File: config.mk
export PLATFORM = sky130hd
export DESIGN_NAME = alu_exec
export DESIGN_NICKNAME = d
export VERILOG_FILES = /design/src/rtl/alu_pkg.sv /design/src/rtl/alu_mul_serial.sv /design/src/rtl/alu_exec.sv
export SDC_FILE = /design/constraint.sdc
export NUM_CORES = 1
export LEC_CHECK = 0
export CORE_MARGIN = 3
export CORE_UTILIZATION = 25
export DETAILED_ROUTE_END_ITERATION = 12
export PLACE_DENSITY_LB_ADDON = 0.25
export SLEW_MARGIN = 20
export SYNTH_ARGS = -nofsm -noshare
export SYNTH_HDL_FRONTEND = slang
export SYNTH_SLANG_ARGS = --single-unit
File: constraint.sdc
create_clock -name clk -period 6.71 [get_ports clk]
set_input_delay 1.342 -clock clk [delete_from_list [all_inputs] [get_ports clk]]
set_output_delay 1.342 -clock clk [all_outputs]
set_load 0.01 [all_outputs]
File: src/rtl/alu_pkg.sv
// alu_pkg: ALU control codes and execution-stage state encoding shared by the
// ALU control decoder, alu_exec and alu_mul_serial.
// Optional feature macro: ALU_MUL_EN (enables code ALU_MUL and the BUSY state).
package alu_pkg;

    // 4-bit ALU control codes produced by the ALU control decoder
    localparam logic [3:0] ALU_AND = 4'b0000;
    localparam logic [3:0] ALU_OR  = 4'b0001;
    localparam logic [3:0] ALU_ADD = 4'b0010;
    localparam logic [3:0] ALU_SUB = 4'b0110;
    localparam logic [3:0] ALU_MUL = 4'b1000;

    // Execution-stage state encoding (BUSY is only reachable with ALU_MUL_EN)
    localparam logic [1:0] ST_IDLE = 2'd0;
    localparam logic [1:0] ST_BUSY = 2'd1;
    localparam logic [1:0] ST_DONE = 2'd2;

endpackage : alu_pkg

File: src/rtl/alu_mul_serial.sv
// alu_mul_serial: unsigned shift-add multiplier returning the low WIDTH bits
// of a*b. One step per cycle for WIDTH cycles after start; done pulses for one
// cycle together with the falling edge of busy, with product valid from then on.
// Only compiled when ALU_MUL_EN is defined.
`ifdef ALU_MUL_EN
module alu_mul_serial
    import alu_pkg::*;
#(
    parameter int WIDTH = 32
) (
    input  logic             clk,
    input  logic             reset,
    input  logic             start,
    input  logic [WIDTH-1:0] a,
    input  logic [WIDTH-1:0] b,
    output logic             busy,
    output logic             done,
    output logic [WIDTH-1:0] product
);

    localparam int CW = $clog2(WIDTH + 1);

    logic [WIDTH-1:0] r_mcand;
    logic [WIDTH-1:0] r_mplier;
    logic [WIDTH-1:0] r_acc;
    logic [CW-1:0]    r_cnt;
    logic             r_busy;
    logic             r_done;

    // Load operands on start, then one shift-add step per cycle until the
    // step counter reaches its terminal count.
    always_ff @(posedge clk or posedge reset) begin
        if (reset) begin
            r_mcand  <= '0;
            r_mplier <= '0;
            r_acc    <= '0;
            r_cnt    <= '0;
            r_busy   <= 1'b0;
            r_done   <= 1'b0;
        end else begin
            // NOTE: non-blocking assignments so every register samples the
            // pre-edge value of the others, regardless of statement order.
            r_done <= 1'b0;
            if (start) begin
                r_mcand  <= a;
                r_mplier <= b;
                r_acc    <= '0;
                r_cnt    <= '0;
                r_busy   <= 1'b1;
            end else if (r_busy) begin
                if (r_mplier[0]) begin
                    r_acc <= r_acc + r_mcand;
                end
                r_mcand  <= r_mcand << 1;
                r_mplier <= r_mplier >> 1;
                if (r_cnt == CW'(WIDTH - 1)) begin
                    r_busy <= 1'b0;
                    r_done <= 1'b1;
                end else begin
                    r_cnt <= r_cnt + CW'(1);
                end
            end
        end
    end

    assign busy    = r_busy;
    assign done    = r_done;
    assign product = r_acc;

endmodule : alu_mul_serial
`endif

File: src/rtl/alu_exec.sv
// alu_exec: handshaked ALU execution stage. Captures {aluCtrl, srcA, srcB} on
// opValid&opReady, returns a registered result with zero/illegalOp flags and
// holds them until resValid&resReady.
// Optional feature macro: ALU_MUL_EN adds code ALU_MUL (unsigned multiply,
// WIDTH+1 cycles) via alu_mul_serial; without it that code is illegal.
module alu_exec
    import alu_pkg::*;
#(
    parameter int WIDTH = 32
) (
    input  logic             clk,
    input  logic             reset,
    input  logic             opValid,
    output logic             opReady,
    input  logic [3:0]       aluCtrl,
    input  logic [WIDTH-1:0] srcA,
    input  logic [WIDTH-1:0] srcB,
    output logic             resValid,
    input  logic             resReady,
    output logic [WIDTH-1:0] result,
    output logic             zero,
    output logic             illegalOp
);

    logic [1:0]       r_state;
    logic [WIDTH-1:0] r_result;
    logic             r_zero;
    logic             r_illegal;

    logic [WIDTH-1:0] w_alu_res;
    logic             w_legal;
    logic             w_is_mul;
    logic             w_capture;
    logic             w_mul_busy;
    logic             w_mul_done;
    logic [WIDTH-1:0] w_mul_product;

    // Decode the control code and compute the single-cycle result.
    always_comb begin
        // NOTE: every output gets a default first so no path leaves a
        // variable unassigned, which would infer a latch.
        w_alu_res = '0;
        w_legal   = 1'b1;
        w_is_mul  = 1'b0;
        case (aluCtrl)
            ALU_AND: w_alu_res = srcA & srcB;
            ALU_OR:  w_alu_res = srcA | srcB;
            ALU_ADD: w_alu_res = srcA + srcB;
            ALU_SUB: w_alu_res = srcA - srcB;
`ifdef ALU_MUL_EN
            ALU_MUL: w_is_mul  = 1'b1;
`endif
            default: w_legal   = 1'b0;
        endcase
    end

    assign w_capture = opValid && (r_state == ST_IDLE);

`ifdef ALU_MUL_EN
    alu_mul_serial #(
        .WIDTH(WIDTH)
    ) u_mul (
        .clk    (clk),
        .reset  (reset),
        .start  (w_capture && w_is_mul),
        .a      (srcA),
        .b      (srcB),
        .busy   (w_mul_busy),
        .done   (w_mul_done),
        .product(w_mul_product)
    );
`else
    // No multiplier: BUSY is never entered, so these are constant tie-offs.
    assign w_mul_busy    = 1'b0;
    assign w_mul_done    = 1'b0;
    assign w_mul_product = '0;
`endif

    // Handshake FSM: capture in IDLE, wait for the multiplier in BUSY, hold
    // the result in DONE until the consumer accepts it.
    always_ff @(posedge clk or posedge reset) begin
        if (reset) begin
            r_state   <= ST_IDLE;
            r_result  <= '0;
            r_zero    <= 1'b0;
            r_illegal <= 1'b0;
        end else begin
            case (r_state)
                ST_IDLE: begin
                    if (w_capture) begin
                        if (w_is_mul) begin
                            r_illegal <= 1'b0;
                            r_state   <= ST_BUSY;
                        end else begin
                            // Illegal codes produce zero, so zero=1 follows.
                            r_result  <= w_alu_res;
                            r_zero    <= (w_alu_res == '0);
                            r_illegal <= ~w_legal;
                            r_state   <= ST_DONE;
                        end
                    end
                end
                ST_BUSY: begin
                    if (w_mul_done && !w_mul_busy) begin
                        r_result <= w_mul_product;
                        r_zero   <= (w_mul_product == '0);
                        r_state  <= ST_DONE;
                    end
                end
                ST_DONE: begin
                    if (resReady) begin
                        r_state <= ST_IDLE;
                    end
                end
                default: r_state <= ST_IDLE;
            endcase
        end
    end

    assign opReady   = (r_state == ST_IDLE);
    assign resValid  = (r_state == ST_DONE);
    assign result    = r_result;
    assign zero      = r_zero;
    assign illegalOp = r_illegal;

endmodule : alu_exec

==> key figures <==
Die
  • Placeable core area: 17700 um2
  • Site Rows: 48
  • Die Height: 142 um
  • I/O pin total: 108
  • Die area: 20100 um2
  • Initial Util: 0.260
  • Die X: 142 um

STA
  • Rel. slew slack: 0.560
  • Final setup fails: 0
  • Clock skew: 0.00182 ns
  • Hold Fails Final Rpt: 0
  • Fmax: about 0.16 GHz
  • Post-layout min period: 6.18 ns
  • Final worst-path cycle share: 0.921
  • Worst-Margin Slew: 0.660 ns
  • Max Slew Vio Count: 0
  • Sum of negative setup slack: 0 ns
  • Unrepaired setup endpoints after global routing: no

GRT
  • Vias in the first global route: 4750
  • Antenna violations before repair: 0
  • Largest net degree at the start of global routing: 50
  • Tot GR Track Use: 0.160
  • First-pass GRT wire length: 26000 um
  • Total grt overflow: 0

Routing
  • Vias: between 4000 and 5000
  • First drt pass iteration count: 5
  • DRC viols: 0
  • Via density: 5.23
  • Initial DRC count: ~450
  • Total routed wirelength: 16300 um
  • Antenna-violating nets left: 0
  • Wire per inst: between 15 and 20 um
  • Metal2 WL: 7060 um
  • Met3 routed WL: about 900 um
  • DR top layer: met4
  • DRT met1 WL: 8140 um

CTS
  • Clk pin slew, worst setup/hold paths: 0.05 ns
  • Setup Fix Bufs, Post-CTS: 0
  • CTS tree: built
  • H-tree levels: 2
  • CTS buffer count: 5
  • Root buffer cell: clkbuf_16
  • Clock Path Buffers: 2
  • Hold-fix buffers, CTS: 0
  • Clock Sinks: 35
  • Worst skew pair latency: roughly 0.27 ns

Critical path
  • Worst path slowest cell: clkdlybuf4s50_1
  • Worst setup EP type: register
  • Crit path DAT: 6.35 ns
  • Slowest stage delay, CP: 0.55 ns
  • Worst Setup Start Kind: input pin
  • Critical Path, Cell by Cell: clkdlybuf4s50_1, nor3b_2, and2_1, buf_4, nor2_1, xnor2_1, ha_1, a21o_1, a31o_1, and3_1, a311oi_2, xnor2_1, a22oi_1, nand3_4, or4_1, or4b_1, o41ai_2
  • Critical Path RT: 6.88 ns
  • Setup slack, reg-to-reg: roughly 3.8 ns
  • Cell mode on critical path: xnor2_1
  • CP max FO: 18
  • Setup CP Type: input pin to register

Logic synthesis
  • Count leader, synth: nand2_1
  • Synthesized instance count: slightly below 600
  • Syn_nets: 704
  • Ys Warns: 0
  • Commonest cells in the netlist: nand2_1 (71), a21oi_1 (53), o21ai_0 (43), nor2_1 (42), dfrtp_1 (35)
  • EDFF count, synth: 0
  • Share of the synthesized area in the top cell type: 0.190
  • Post-synthesis register bit count: 35
  • Avg Cell Area, Syn: a little under 8 um2
  • Most used flip-flop cell after synthesis: dfrtp_1
  • Largest cells by area after synthesis: dfrtp_1 (19%), ha_1 (9.2%), xnor2_1 (6.3%), nand2_1 (5.8%), a21oi_1 (5.8%)
  • Synth Cell Area: ~4600 um2
  • Cell taking the most area after synthesis: dfrtp_1
  • Sequential fraction of the synthesis area: 0.190
  • Synth unique cells: 72
  • Async S/R FF share, synth: 1.00

Placed design
  • I/O Buffers: between 100 and 150
  • GP Congestion: 0.907
  • HPWL after detailed placement: 13500 um

Outcome
  • Status: completed

Cells and area
  • Final #Nets: approximately 800
  • Diode count: 0
  • Post-layout util: 0.342
  • Area grow syn2layout: 31.2%
  • Layout fillers: 1864
  • Share of layout cells above drive strength 1: 0.0708

Power and ir drop
  • Tot Pwr: 0.00103 W
  • Combinational power share: 0.514
  • P_leak: 2.40 nW
  • Sw frac: 0.369
  • Cell Pwr Density: 171 nW/um2
  • Seq pwr share: 0.259
  • VDD IR max: 0.132 mV
  • P_int: 0.000651 W
  • Clock power frac: 0.228
  • P_sw: 0.000381 W

Job
  • Max-capacitance violation count: 0

Worst hold path
  • Hold WC Path Type: register to register
==> path summary, 6_finish.rpt <==
check / start / to / depth (start not counted)
worst max-delay path: aluCtrl[0] / zero / 17
worst min-delay path: result[16] / result[16] / 2
worst max register to register: r_state[1] / zero / 10
worst min register to register: result[16] / result[16] / 2
max in group asynchronous: reset / result[26] / 3
min in group asynchronous: reset / result[6] / 3
==> power by group through the flow <==
| stage | combinational (W) | clock [W] | sequential (W) |
|---|---|---|---|
| floorplan | 0.000296 | 0 | 0.000284 |
| global placement | 0.000526 | 0 | 0.000270 |
| detailed placement | 0.000528 | 0 | 0.000271 |
| CTS | 0.000530 | 0.000245 | 0.000268 |
| global route | 0.000584 | 0.000255 | 0.000271 |
| finish | 0.000530 | 0.000235 | 0.000267 |
==> layout make-up <==
type	instances	area [um2]	share of cell area
clock buffers	8	156	0.0259
inverters	21	78.8	0.0131
multi-input cells	505	3450	0.572
flip-flops and latches	35	876	0.145
well taps	225	282	0.0466
repair buffers	123	1190	0.197
==> through the flow <==
stage	area, um2	instances	hold WS, ns	worst slack, ns
3_5_place_dp	5870	909	0.469	0.185
5_1_grt	6040	917	0.501	0.106
2_1_floorplan	4600	597	0.501	0.594
6_report	6040	917	0.471	0.531
3_3_place_gp	5870	909	0.458	0.247
4_1_cts	6030	917	0.482	0.449
==> cells by family after synthesis <==
family                     count (synthesis)  share of synthesized area
adders and majority gates                 63                      0.158
DFF                                       35                      0.190
xor gates and xnor gates                  54                      0.103
buffers and inverters                     57                     0.0623
AOI/OAI and AO/OA                        195                      0.277
and+or+nand+nor                          189                      0.200
muxes                                      4                    0.00925
==> sequential cells by signal (all words and copies together), names as in the netlist <==
register and count:
result 32, r_state 1, illegalOp 1, zero 1
==> per-layer routing <==
layer / vias to the layer above / global-route usage
li1: 2394 / -
met1: 2239 / 0.240
met2: 155 / 0.245
met3: 11 / 0.0202
met4: 0 / 0.0328
met5: - / 0
==> timing repair <==
action	CTS	global route
hold endpoints to repair	0	0
endpoints found under the setup margin	0	1
resized for setup	0	1
==> placed cells by master, fill, tap and decap left out, drive strengths merged, types with 21 or more instances in the layout <==
cell             n
clkdlybuf4s50  107
nand2           72
a21oi           53
o21ai           46
nor2            42
dfrtp           35
ha              34
xnor2           33
maj3            28
inv             21
xor2            21
==> worst max-delay path, delay by kind of cell <==
| kind | cells | cell delay, ns |
|---|---|---|
| simple gates | 7 | 1.92 |
| compound gates | 5 | 1.67 |
| buf+inv | 2 | 0.82 |
| fa+ha+maj | 1 | 0.35 |
| xor+xnor | 2 | 0.23 |
No activity file was read; power rests on OpenSTA's default activity.
